--- config.mk ---
export PLATFORM = sky130hd
export DESIGN_NAME = pulse_train_gen
export DESIGN_NICKNAME = d
export VERILOG_FILES = /design/src/rtl/pulse_train_pkg.sv /design/src/rtl/pulse_train_gen.sv
export SDC_FILE = /design/constraint.sdc
export NUM_CORES = 1
export LEC_CHECK = 0
export CAP_MARGIN = 10
export CORE_ASPECT_RATIO = 2
export CORE_MARGIN = 4
export CORE_UTILIZATION = 47
export DETAILED_ROUTE_END_ITERATION = 8
export PLACE_DENSITY_LB_ADDON = 0.3
export SLEW_MARGIN = 25
export SYNTH_ARGS = -nofsm -noshare
export SYNTH_HDL_FRONTEND = slang
export SYNTH_SLANG_ARGS = --single-unit
--- constraint.sdc ---
create_clock -name clk -period 4.6 [get_ports clk]
set_input_delay 0.92 -clock clk [delete_from_list [all_inputs] [get_ports clk]]
set_output_delay 0.92 -clock clk [all_outputs]
set_load 0.03 [all_outputs]
--- src/rtl/pulse_train_pkg.sv ---
// Shared types and default widths for the programmable pulse-train transmitter.
package pulse_train_pkg;

    localparam int CNT_W_DEF = 16;
    localparam int NUM_W_DEF = 8;

    typedef enum logic [1:0] {
        ST_IDLE = 2'd0,
        ST_HIGH = 2'd1,
        ST_LOW  = 2'd2,
        ST_DONE = 2'd3
    } pt_state_e;

endpackage

--- src/rtl/pulse_train_gen.sv ---
// Burst generator: N rectangular pulses of H high / L low clk cycles, all outputs registered.
module pulse_train_gen
    import pulse_train_pkg::*;
#(
    parameter int CNT_W = CNT_W_DEF,
    parameter int NUM_W = NUM_W_DEF
) (
    input  logic             clk,
    input  logic             rst_n,
    input  logic             en,
    input  logic             start,
    input  logic [CNT_W-1:0] high_cycles,
    input  logic [CNT_W-1:0] low_cycles,
    input  logic [NUM_W-1:0] pulse_num,
    output logic             pulse_out,
    output logic             busy,
    output logic             done,
    output logic [NUM_W-1:0] pulse_idx
);

    localparam logic [CNT_W-1:0] C_ZERO = {CNT_W{1'b0}};
    localparam logic [CNT_W-1:0] C_ONE  = {{(CNT_W-1){1'b0}}, 1'b1};
    localparam logic [NUM_W-1:0] N_ZERO = {NUM_W{1'b0}};
    localparam logic [NUM_W-1:0] N_ONE  = {{(NUM_W-1){1'b0}}, 1'b1};

    pt_state_e        r_state;
    logic [CNT_W-1:0] r_h;
    logic [CNT_W-1:0] r_l;
    logic [NUM_W-1:0] r_n;
    logic [CNT_W-1:0] r_cnt;
    logic [NUM_W-1:0] r_idx;
    logic             r_pulse;
    logic             r_busy;
    logic             r_done;

    logic [CNT_W-1:0] w_h_len;
    logic [CNT_W-1:0] w_l_len;

    // A zero phase length is promoted to one cycle so every phase is visible.
    assign w_h_len = (high_cycles == C_ZERO) ? C_ONE : high_cycles;
    assign w_l_len = (low_cycles  == C_ZERO) ? C_ONE : low_cycles;

    // Train sequencer: one phase counter shared by HIGH and LOW, reloaded at each phase end.
    always_ff @(posedge clk or negedge rst_n) begin
        if (!rst_n) begin
            r_state <= ST_IDLE;
            r_h     <= C_ZERO;
            r_l     <= C_ZERO;
            r_n     <= N_ZERO;
            r_cnt   <= C_ZERO;
            r_idx   <= N_ZERO;
            r_pulse <= 1'b0;
            r_busy  <= 1'b0;
            r_done  <= 1'b0;
        end else if ((r_state != ST_IDLE) && !en) begin
            r_state <= ST_IDLE;
            r_cnt   <= C_ZERO;
            r_idx   <= N_ZERO;
            r_pulse <= 1'b0;
            r_busy  <= 1'b0;
            r_done  <= 1'b0;
        end else begin
            case (r_state)
                ST_IDLE: begin
                    r_cnt   <= C_ZERO;
                    r_idx   <= N_ZERO;
                    r_pulse <= 1'b0;
                    r_busy  <= 1'b0;
                    r_done  <= 1'b0;
                    if (en && start) begin
                        r_h    <= w_h_len;
                        r_l    <= w_l_len;
                        r_n    <= pulse_num;
                        r_busy <= 1'b1;
                        if (pulse_num != N_ZERO) begin
                            r_state <= ST_HIGH;
                            r_cnt   <= C_ONE;
                            r_idx   <= N_ONE;
                            r_pulse <= 1'b1;
                        end else begin
                            r_state <= ST_DONE;
                            r_done  <= 1'b1;
                        end
                    end
                end
                ST_HIGH: begin
                    if (r_cnt == r_h) begin
                        r_state <= ST_LOW;
                        r_cnt   <= C_ONE;
                        r_pulse <= 1'b0;
                    end else begin
                        r_cnt <= r_cnt + C_ONE;
                    end
                end
                ST_LOW: begin
                    // The trailing low phase always runs, guaranteeing an L-cycle gap before any restart.
                    if (r_cnt == r_l) begin
                        if (r_idx < r_n) begin
                            r_state <= ST_HIGH;
                            r_cnt   <= C_ONE;
                            r_idx   <= r_idx + N_ONE;
                            r_pulse <= 1'b1;
                        end else begin
                            r_state <= ST_DONE;
                            r_cnt   <= C_ZERO;
                            r_done  <= 1'b1;
                        end
                    end else begin
                        r_cnt <= r_cnt + C_ONE;
                    end
                end
                ST_DONE: begin
                    r_state <= ST_IDLE;
                    r_cnt   <= C_ZERO;
                    r_idx   <= N_ZERO;
                    r_pulse <= 1'b0;
                    r_busy  <= 1'b0;
                    r_done  <= 1'b0;
                end
                default: begin
                    r_state <= ST_IDLE;
                    r_cnt   <= C_ZERO;
                    r_idx   <= N_ZERO;
                    r_pulse <= 1'b0;
                    r_busy  <= 1'b0;
                    r_done  <= 1'b0;
                end
            endcase
        end
    end

    assign pulse_out = r_pulse;
    assign busy      = r_busy;
    assign done      = r_done;
    assign pulse_idx = r_idx;

endmodule

==> results.md, run 1 <==
### Layout
- **Final #Nets** 449
- **area of combinational cells with multiple inputs** 0.00187 mm2
- **Reg area** 0.00173 mm2
- **# diodes** 0
- **number of fillers in the final layout** 672
- **Final Cell Area** 0.00461 mm2
- **P&R area growth vs syn** 23.2%
- **share of final-layout standard cells stronger than drive strength 1** 15.9%

### STA
- **timing-limited maximum frequency** 356 MHz
- **setup repair after global routing missed its margin** false
- **setup tns final** 0 ps
- **final worst path period need** 2810 ps
- **largest clock skew in the final design** 7.34 ps
- **final hold violation count** 0
- **slew at the pin with the worst max-slew slack** 1030 ps
- **number of max-slew violations in the final report** 0
- **share of the cycle needed by the critical path after routing** 61.1%
- **headroom to the max-slew limit** 31.0%
- **setup-violating endpoint count in the final report** 0

### Routing
- **DRC violations left** 0
- **drt pass-1 iters** 4
- **via density per instance** 5.50
- **1st-iter DRT viols** 114
- **post-detailed-routing wire length** 8510 um
- **total via count in the routed design** 2694
- **post-route antenna net violation count** 0
- **detailed-route wire length per cell** 17.4 um

### Logic synthesis
- **cell count after synthesis** 339
- **part of the Yosys area used for sequential elements** 46.2%
- **warning count from the yosys run** 0
- **most used flip-flop cell after synthesis** dfrtp_1
- **synthesized netlist net count** 397
- **Post-synth EDFFs** 0
- **distinct cell type count after synthesis** 45
- **flip-flop and latch count after synthesis** 69
- **Mean Syn Cell Area** 11.0 um2
- **summed instance area of the synthesized netlist** 0.00374 mm2
- **async set or reset register ratio after synthesis** 100%

### Run
- **MaxCap Viol Count** 0

### Global routing
- **number of global-route vias before repair** 2891
- **all-layer global routing usage** 19.0%
- **Most Crowded Layer GR** met2
- **M2 GR Usage** 37.0%
- **antenna violations before repair** 0
- **global routing usage on met1** 17.4%
- **pin count of the biggest net entering global routing** 51
- **met3 Usage GRT** 3.90%
- **total gr overflow** 0
- **wire length of the first global-routing pass** 13700 um

### Critical path
- **Critical Path, Cell by Cell** clkdlybuf4s50_1 > nand3_2 > mux2_2
- **highest-delay cell along the critical path** nand3_2
- **capture point of the critical path** r_l[14]$_DFFE_PN0P_
- **kind of critical path** in2reg
- **critical path capture point type** flip-flop
- **worst r2r dst** r_l[14]$_DFFE_PN0P_
- **CP Launch Type** primary input
- **minimum setup slack among reg-to-reg paths** 2070 ps
- **Worst Setup SP** en
- **slowest stage delay, CP** 850 ps
- **depth of the worst register-to-register path** 4
- **critical path data required time** 4810 ps
- **launch instance of the worst register-to-register path** r_state[1]$_DFFE_PN0P_
- **worst-path maximum fanout** 44
- **arrival time of the worst setup path** 3020 ps

### CTS
- **CTS sink count** 69
- **cts hold-fix bufs** 0
- **number of setup buffers added after CTS** 0
- **worst-skew pair later-pin latency** 330 ps
- **Clock Pin Slew Worst Setup and Hold Paths** 50 ps
- **CTS HTree Levels** 3
- **number of clock buffers inserted by TritonCTS** 9
- **CTS Root Cell** clkbuf_16
- **CTS tree** built
- **buffer levels on the longest clock path** 2
- **CTS resizes** 0

### Power
- **power density of the placed cells** 516 mW/mm2
- **Design Power** 2.38 mW
- **static leakage** 1.97 nW
- **worst IR drop on VDD** 0.324 mV

### Place
- **count of input and output buffers** 54
- **total placed instance area** 0.00431 mm2
- **Routability Congestion** 0.826
- **half-perimeter wire length after placement** 6520 um

### Die
- **die area** 0.00953 mm2
- **total I/O pin count** 55
- **number of placement rows** 45
- **starting density of the core** 48.8%
- **DIE WIDTH** 71.1 um
- **area of the core** 0.00766 mm2
- **die height** 134 um

### Worst hold path
- **path class of the lowest-slack min-delay path** reg2reg

### Outcome
- **status** completed

==> metrics by stage <==
stage | instances | worst slack (ps) | utilization (%) | hold WS (ps)
2_1_floorplan | 339 | 2370 | - | 469
3_3_place_gp | 474 | 1530 | 56.3 | 480
3_5_place_dp | 474 | 1490 | 56.3 | 491
4_1_cts | 490 | 1800 | 60.1 | 503
5_1_grt | 490 | 1670 | 60.1 | 531
6_report | 490 | 1790 | 60.1 | 503
==> Yosys cell counts (3+ instances only) <==
| cell | count | area, um2 |
|---|---|---|
| dfrtp_1 | 69 | 1730 |
| mux2_2 | 39 | 439 |
| nor2_1 | 30 | 113 |
| xor2_1 | 24 | 210 |
| xnor2_1 | 23 | 201 |
| nand2_1 | 17 | 63.8 |
| inv_1 | 15 | 56.3 |
| ha_1 | 14 | 175 |
| a21oi_1 | 11 | 55.1 |
| nand3_1 | 11 | 55.1 |
| nor4_1 | 10 | 62.6 |
| o21ai_0 | 7 | 35.0 |
| clkbuf_1 | 6 | 22.5 |
| nand4_1 | 6 | 37.5 |
| nor3_1 | 6 | 30.0 |
| and3_1 | 5 | 31.3 |
| buf_6 | 4 | 45.0 |
| nor4_2 | 3 | 37.5 |
| o21a_1 | 3 | 22.5 |
| o22ai_1 | 3 | 18.8 |
==> metal layers <==
metal  wire [um]  up-vias
li1            -     1294
met1        2870     1331
met2        5140       47
met3         219       22
met4         284        0
met5           0        -
==> worst min path at each step <==
stage / startpoint / endpoint / slack (ps) / cells after the start
after floorplan: r_l[0]$_DFFE_PN0P_ / r_l[0]$_DFFE_PN0P_ / 470 / 2
after global placement: r_n[0]$_DFFE_PN0P_ / r_n[0]$_DFFE_PN0P_ / 480 / 1
after detailed placement: r_n[0]$_DFFE_PN0P_ / r_n[0]$_DFFE_PN0P_ / 490 / 1
after CTS: r_n[0]$_DFFE_PN0P_ / r_n[0]$_DFFE_PN0P_ / 500 / 1
after global routing: r_n[0]$_DFFE_PN0P_ / r_n[0]$_DFFE_PN0P_ / 530 / 1
final: r_n[0]$_DFFE_PN0P_ / r_n[0]$_DFFE_PN0P_ / 500 / 1
==> where the power goes <==
group | internal [mW] | switching [mW] | leakage [nW] | total (mW)
Sequential | 0.813 | 0.162 | 0.872 | 0.974
Combinational | 0.389 | 0.351 | 0.953 | 0.739
Clock | 0.424 | 0.240 | 0.143 | 0.664
==> logic make-up after synthesis <==
kind of cell	Yosys count	synth area share [%]
adder cells (fa/ha/maj)	14	4.69
XOR/XNOR	47	11.0
buffers and inverters	29	3.98
AO/OA/AOI/OAI	40	7.36
multiplexers	42	12.6
AND/OR/NAND/NOR	98	14.2
flip-flops	69	46.2
==> flip-flops by register name (all words and copies together), names as in the netlist <==
name / count
r_cnt: 16
r_l: 16
r_state: 2
done: 1
pulse_idx: 8
r_h: 16
busy: 1
r_n: 8
pulse_out: 1
==> layout by cell type, fill, tap and decap left out, types with 3 or more instances in the layout <==
cell type / count
nand2_1: 17
and3_1: 5
ha_1: 14
o21a_1: 3
xor2_1: 24
nand4_1: 6
clkbuf_16: 9
dfrtp_1: 69
o21ai_0: 7
nor4_2: 3
nor2_1: 30
nand3_1: 10
nor4_1: 10
xnor2_1: 23
a21oi_1: 11
inv_1: 15
o22ai_1: 3
clkdlybuf4s50_1: 53
nor3_1: 6
mux2_2: 39
clkbuf_1: 3
clkbuf_8: 4
==> worst max-delay path: cells and delay by family <==
| family | cells | cell delay (ps) |
|---|---|---|
| buffers and inverters | 1 | 630 |
| multiplexers | 1 | 600 |
| AND/OR/NAND/NOR | 1 | 850 |
==> layout make-up <==
class / count / area share [%]
timing repair buffer: 55 / 11.8
multi-input combinational: 241 / 40.6
inverter: 15 / 1.22
sequential: 69 / 37.5
tap: 94 / 2.55
clock buffer: 16 / 6.33
No activity file was read; power rests on OpenSTA's default activity.
==> inputs of run 2 (changes only) <==
==> constraint.sdc (replaced) <==
create_clock -name clk -period 2.4 [get_ports clk]
set_input_delay 0.48 -clock clk [delete_from_list [all_inputs] [get_ports clk]]
set_output_delay 0.48 -clock clk [all_outputs]
set_load 0.03 [all_outputs]
==> results.md, run 2 (synthesis gave the netlist of run 1 again) <==
### Routing
- **detailed-route wire length per cell** 17.2 um, was 17.4 um
- **post-detailed-routing wire length** 8770 um, was 8510 um
- **via density per instance** 5.53, was 5.50
- **DRC violations left** 0, unchanged
- **1st-iter DRT viols** 177, was 114
- **post-route antenna net violation count** 0, unchanged
- **drt pass-1 iters** 4, unchanged
- **total via count in the routed design** 2826, was 2694

### Layout
- **final core utilization** 62.8%, was 60.1%
- **largest registers** r_cnt: 16 flops, r_h: 16 flops, r_l: 16 flops, unchanged
- **# diodes** 0, unchanged
- **share of final-layout standard cells stronger than drive strength 1** 20.6%, was 15.9%
- **most common cell after layout, fill and taps aside** dfrtp_1, unchanged
- **P&R area growth vs syn** 28.6%, was 23.2%
- **highest-count cells in the layout ignoring fill and taps** 69 x dfrtp_1, 53 x clkdlybuf4s50_1, 39 x mux2_2, unchanged
- **Final #Nets** 470, was 449

### STA
- **setup repair after global routing missed its margin** false, unchanged
- **setup tns final** 0 ps, unchanged
- **number of max-slew violations in the final report** 0, unchanged
- **largest clock skew in the final design** 6.14 ps, was 7.34 ps
- **final hold violation count** 0, unchanged
- **share of the cycle needed by the critical path after routing** 92.9%
- **headroom to the max-slew limit** 69.3%, was 31.0%
- **final worst path period need** 2230 ps
- **setup-violating endpoint count in the final report** 0, unchanged
- **timing-limited maximum frequency** 449 MHz
- **slew at the pin with the worst max-slew slack** 456 ps, was 1030 ps

### Critical path
- **highest-delay cell along the critical path** dfrtp_1, was nand3_2
- **kind of critical path** reg2reg, was in2reg
- **Critical Path, Cell by Cell** ha_1 > a211oi_1 > o21ai_0 > a21oi_4 > nand4_4 > or3_1 > a21oi_1, was clkdlybuf4s50_1 > nand3_2 > mux2_2
- **arrival time of the worst setup path** 2480 ps, was 3020 ps
- **worst-path maximum fanout** 7, was 44
- **critical path capture point type** flip-flop, unchanged
- **critical path data required time** 2660 ps, was 4810 ps
- **slowest stage delay, CP** 420 ps, was 850 ps
- **CP Launch Type** flip-flop, was primary input

### Power
- **fraction of power consumed by the clock network** 28.8%, was 27.9%
- **worst IR drop on VDD** 0.600 mV, was 0.324 mV
- **power density of the placed cells** 983 mW/mm2, was 516 mW/mm2
- **register share of total power** 39.3%, was 41.0%
- **static leakage** 2.10 nW, was 1.97 nW
- **power share of the combinational group** 31.9%, was 31.1%
- **Net Sw Power** 1.48 mW, was 0.752 mW
- **switching power as a share of total power** 31.3%, was 31.6%
- **internal power** 3.25 mW, was 1.63 mW

### Place
- **count of input and output buffers** 54, unchanged
- **half-perimeter wire length after placement** 6850 um, was 6520 um
- **Routability Congestion** 0.852, was 0.826

### Die
- **number of placement rows** 45, unchanged
- **DIE WIDTH** 71.1 um, unchanged
- **total I/O pin count** 55, unchanged
- **starting density of the core** 48.8%, unchanged
- **die height** 134 um, unchanged
- **die area** 0.00953 mm2, unchanged
- **area of the core** 0.00766 mm2, unchanged

### CTS
- **CTS HTree Levels** 3, unchanged
- **worst-skew pair later-pin latency** 330 ps, about the same
- **CTS sink count** 69, unchanged
- **number of setup buffers added after CTS** 0, unchanged
- **CTS resizes** 0, unchanged
- **Clock Pin Slew Worst Setup and Hold Paths** 50 ps, about the same
- **CTS Root Cell** clkbuf_16, unchanged
- **CTS tree** built, unchanged
- **buffer levels on the longest clock path** 2, unchanged
- **number of clock buffers inserted by TritonCTS** 9, unchanged
- **cts hold-fix bufs** 0, unchanged

### Global routing
- **pin count of the biggest net entering global routing** 70, was 51
- **all-layer global routing usage** 19.8%, was 19.0%
- **antenna violations before repair** 0, unchanged
- **number of global-route vias before repair** 3088, was 2891
- **total gr overflow** 0, unchanged
- **wire length of the first global-routing pass** 14500 um, was 13700 um

### Worst hold path
- **path class of the lowest-slack min-delay path** in2async, was reg2reg

### Run
- **MaxCap Viol Count** 0, unchanged

### Outcome
- **status** completed, unchanged

-- run 2: layer usage --
layer  track usage, %  wire length, um  share of wire (%)
met5                0                0                  0
met4             10.9              342                3.9
met3             3.68              241                2.7
met2             38.7             5290                 60
met1             18.4             2890                 33
-- run 2: layout make-up --
type | count | area [um2]
fill | 653 | 2850
sequential | 69 | 1730
clock inverter | 3 | 42.5
clock buffer | 13 | 270
inverter | 15 | 56.3
timing repair buffer | 76 | 726
multi-input combinational | 241 | 1870
tap | 94 | 118
-- run 2: power by group through the flow --
stage          Combinational (mW)  Clock [mW]  Sequential [mW]
6_report                     1.51        1.36             1.86
5_1_grt                      1.67        1.43             1.91
4_1_cts                      1.52        1.38             1.87
3_5_place_dp                 1.51           0             1.89
3_3_place_gp                 1.46           0             1.87
2_1_floorplan                1.03           0             1.83
-- run 2: stage by stage --
stage	hold WS (ps)	area, um2	std cells	setup WS, ps	power, mW
final	159	4810	511	170	4.73
after floorplan	184	3740	339	168	2.85
after global routing	188	4810	511	43.2	5.01
after CTS	179	4810	511	165	4.77
after global placement	486	4490	495	211	3.34
after detailed placement	489	4490	495	179	3.40
-- run 2: path summary, 6_finish.rpt --
path	slack (ps)	cells past startpoint	endpoint	startpoint
setup / recovery	170	7	pulse_idx[3]$_DFFE_PN0P_	pulse_idx[2]$_DFFE_PN0P_
hold / removal	160	2	r_l[13]$_DFFE_PN0P_	rst_n
setup reg to reg	170	7	pulse_idx[3]$_DFFE_PN0P_	pulse_idx[2]$_DFFE_PN0P_
hold reg to reg	500	1	done$_DFFE_PN0P_	done$_DFFE_PN0P_
max in group asynchronous	1940	2	busy$_DFFE_PN0P_	rst_n
min in group clk	500	1	done$_DFFE_PN0P_	done$_DFFE_PN0P_
-- run 2: critical path: cells and delay by family (launching register included) --
family / cells / cell delay, ps
AO/OA/AOI/OAI: 4 / 880
flip-flops: 1 / 420
adder cells (fa/ha/maj): 1 / 330
AND/OR/NAND/NOR: 2 / 530
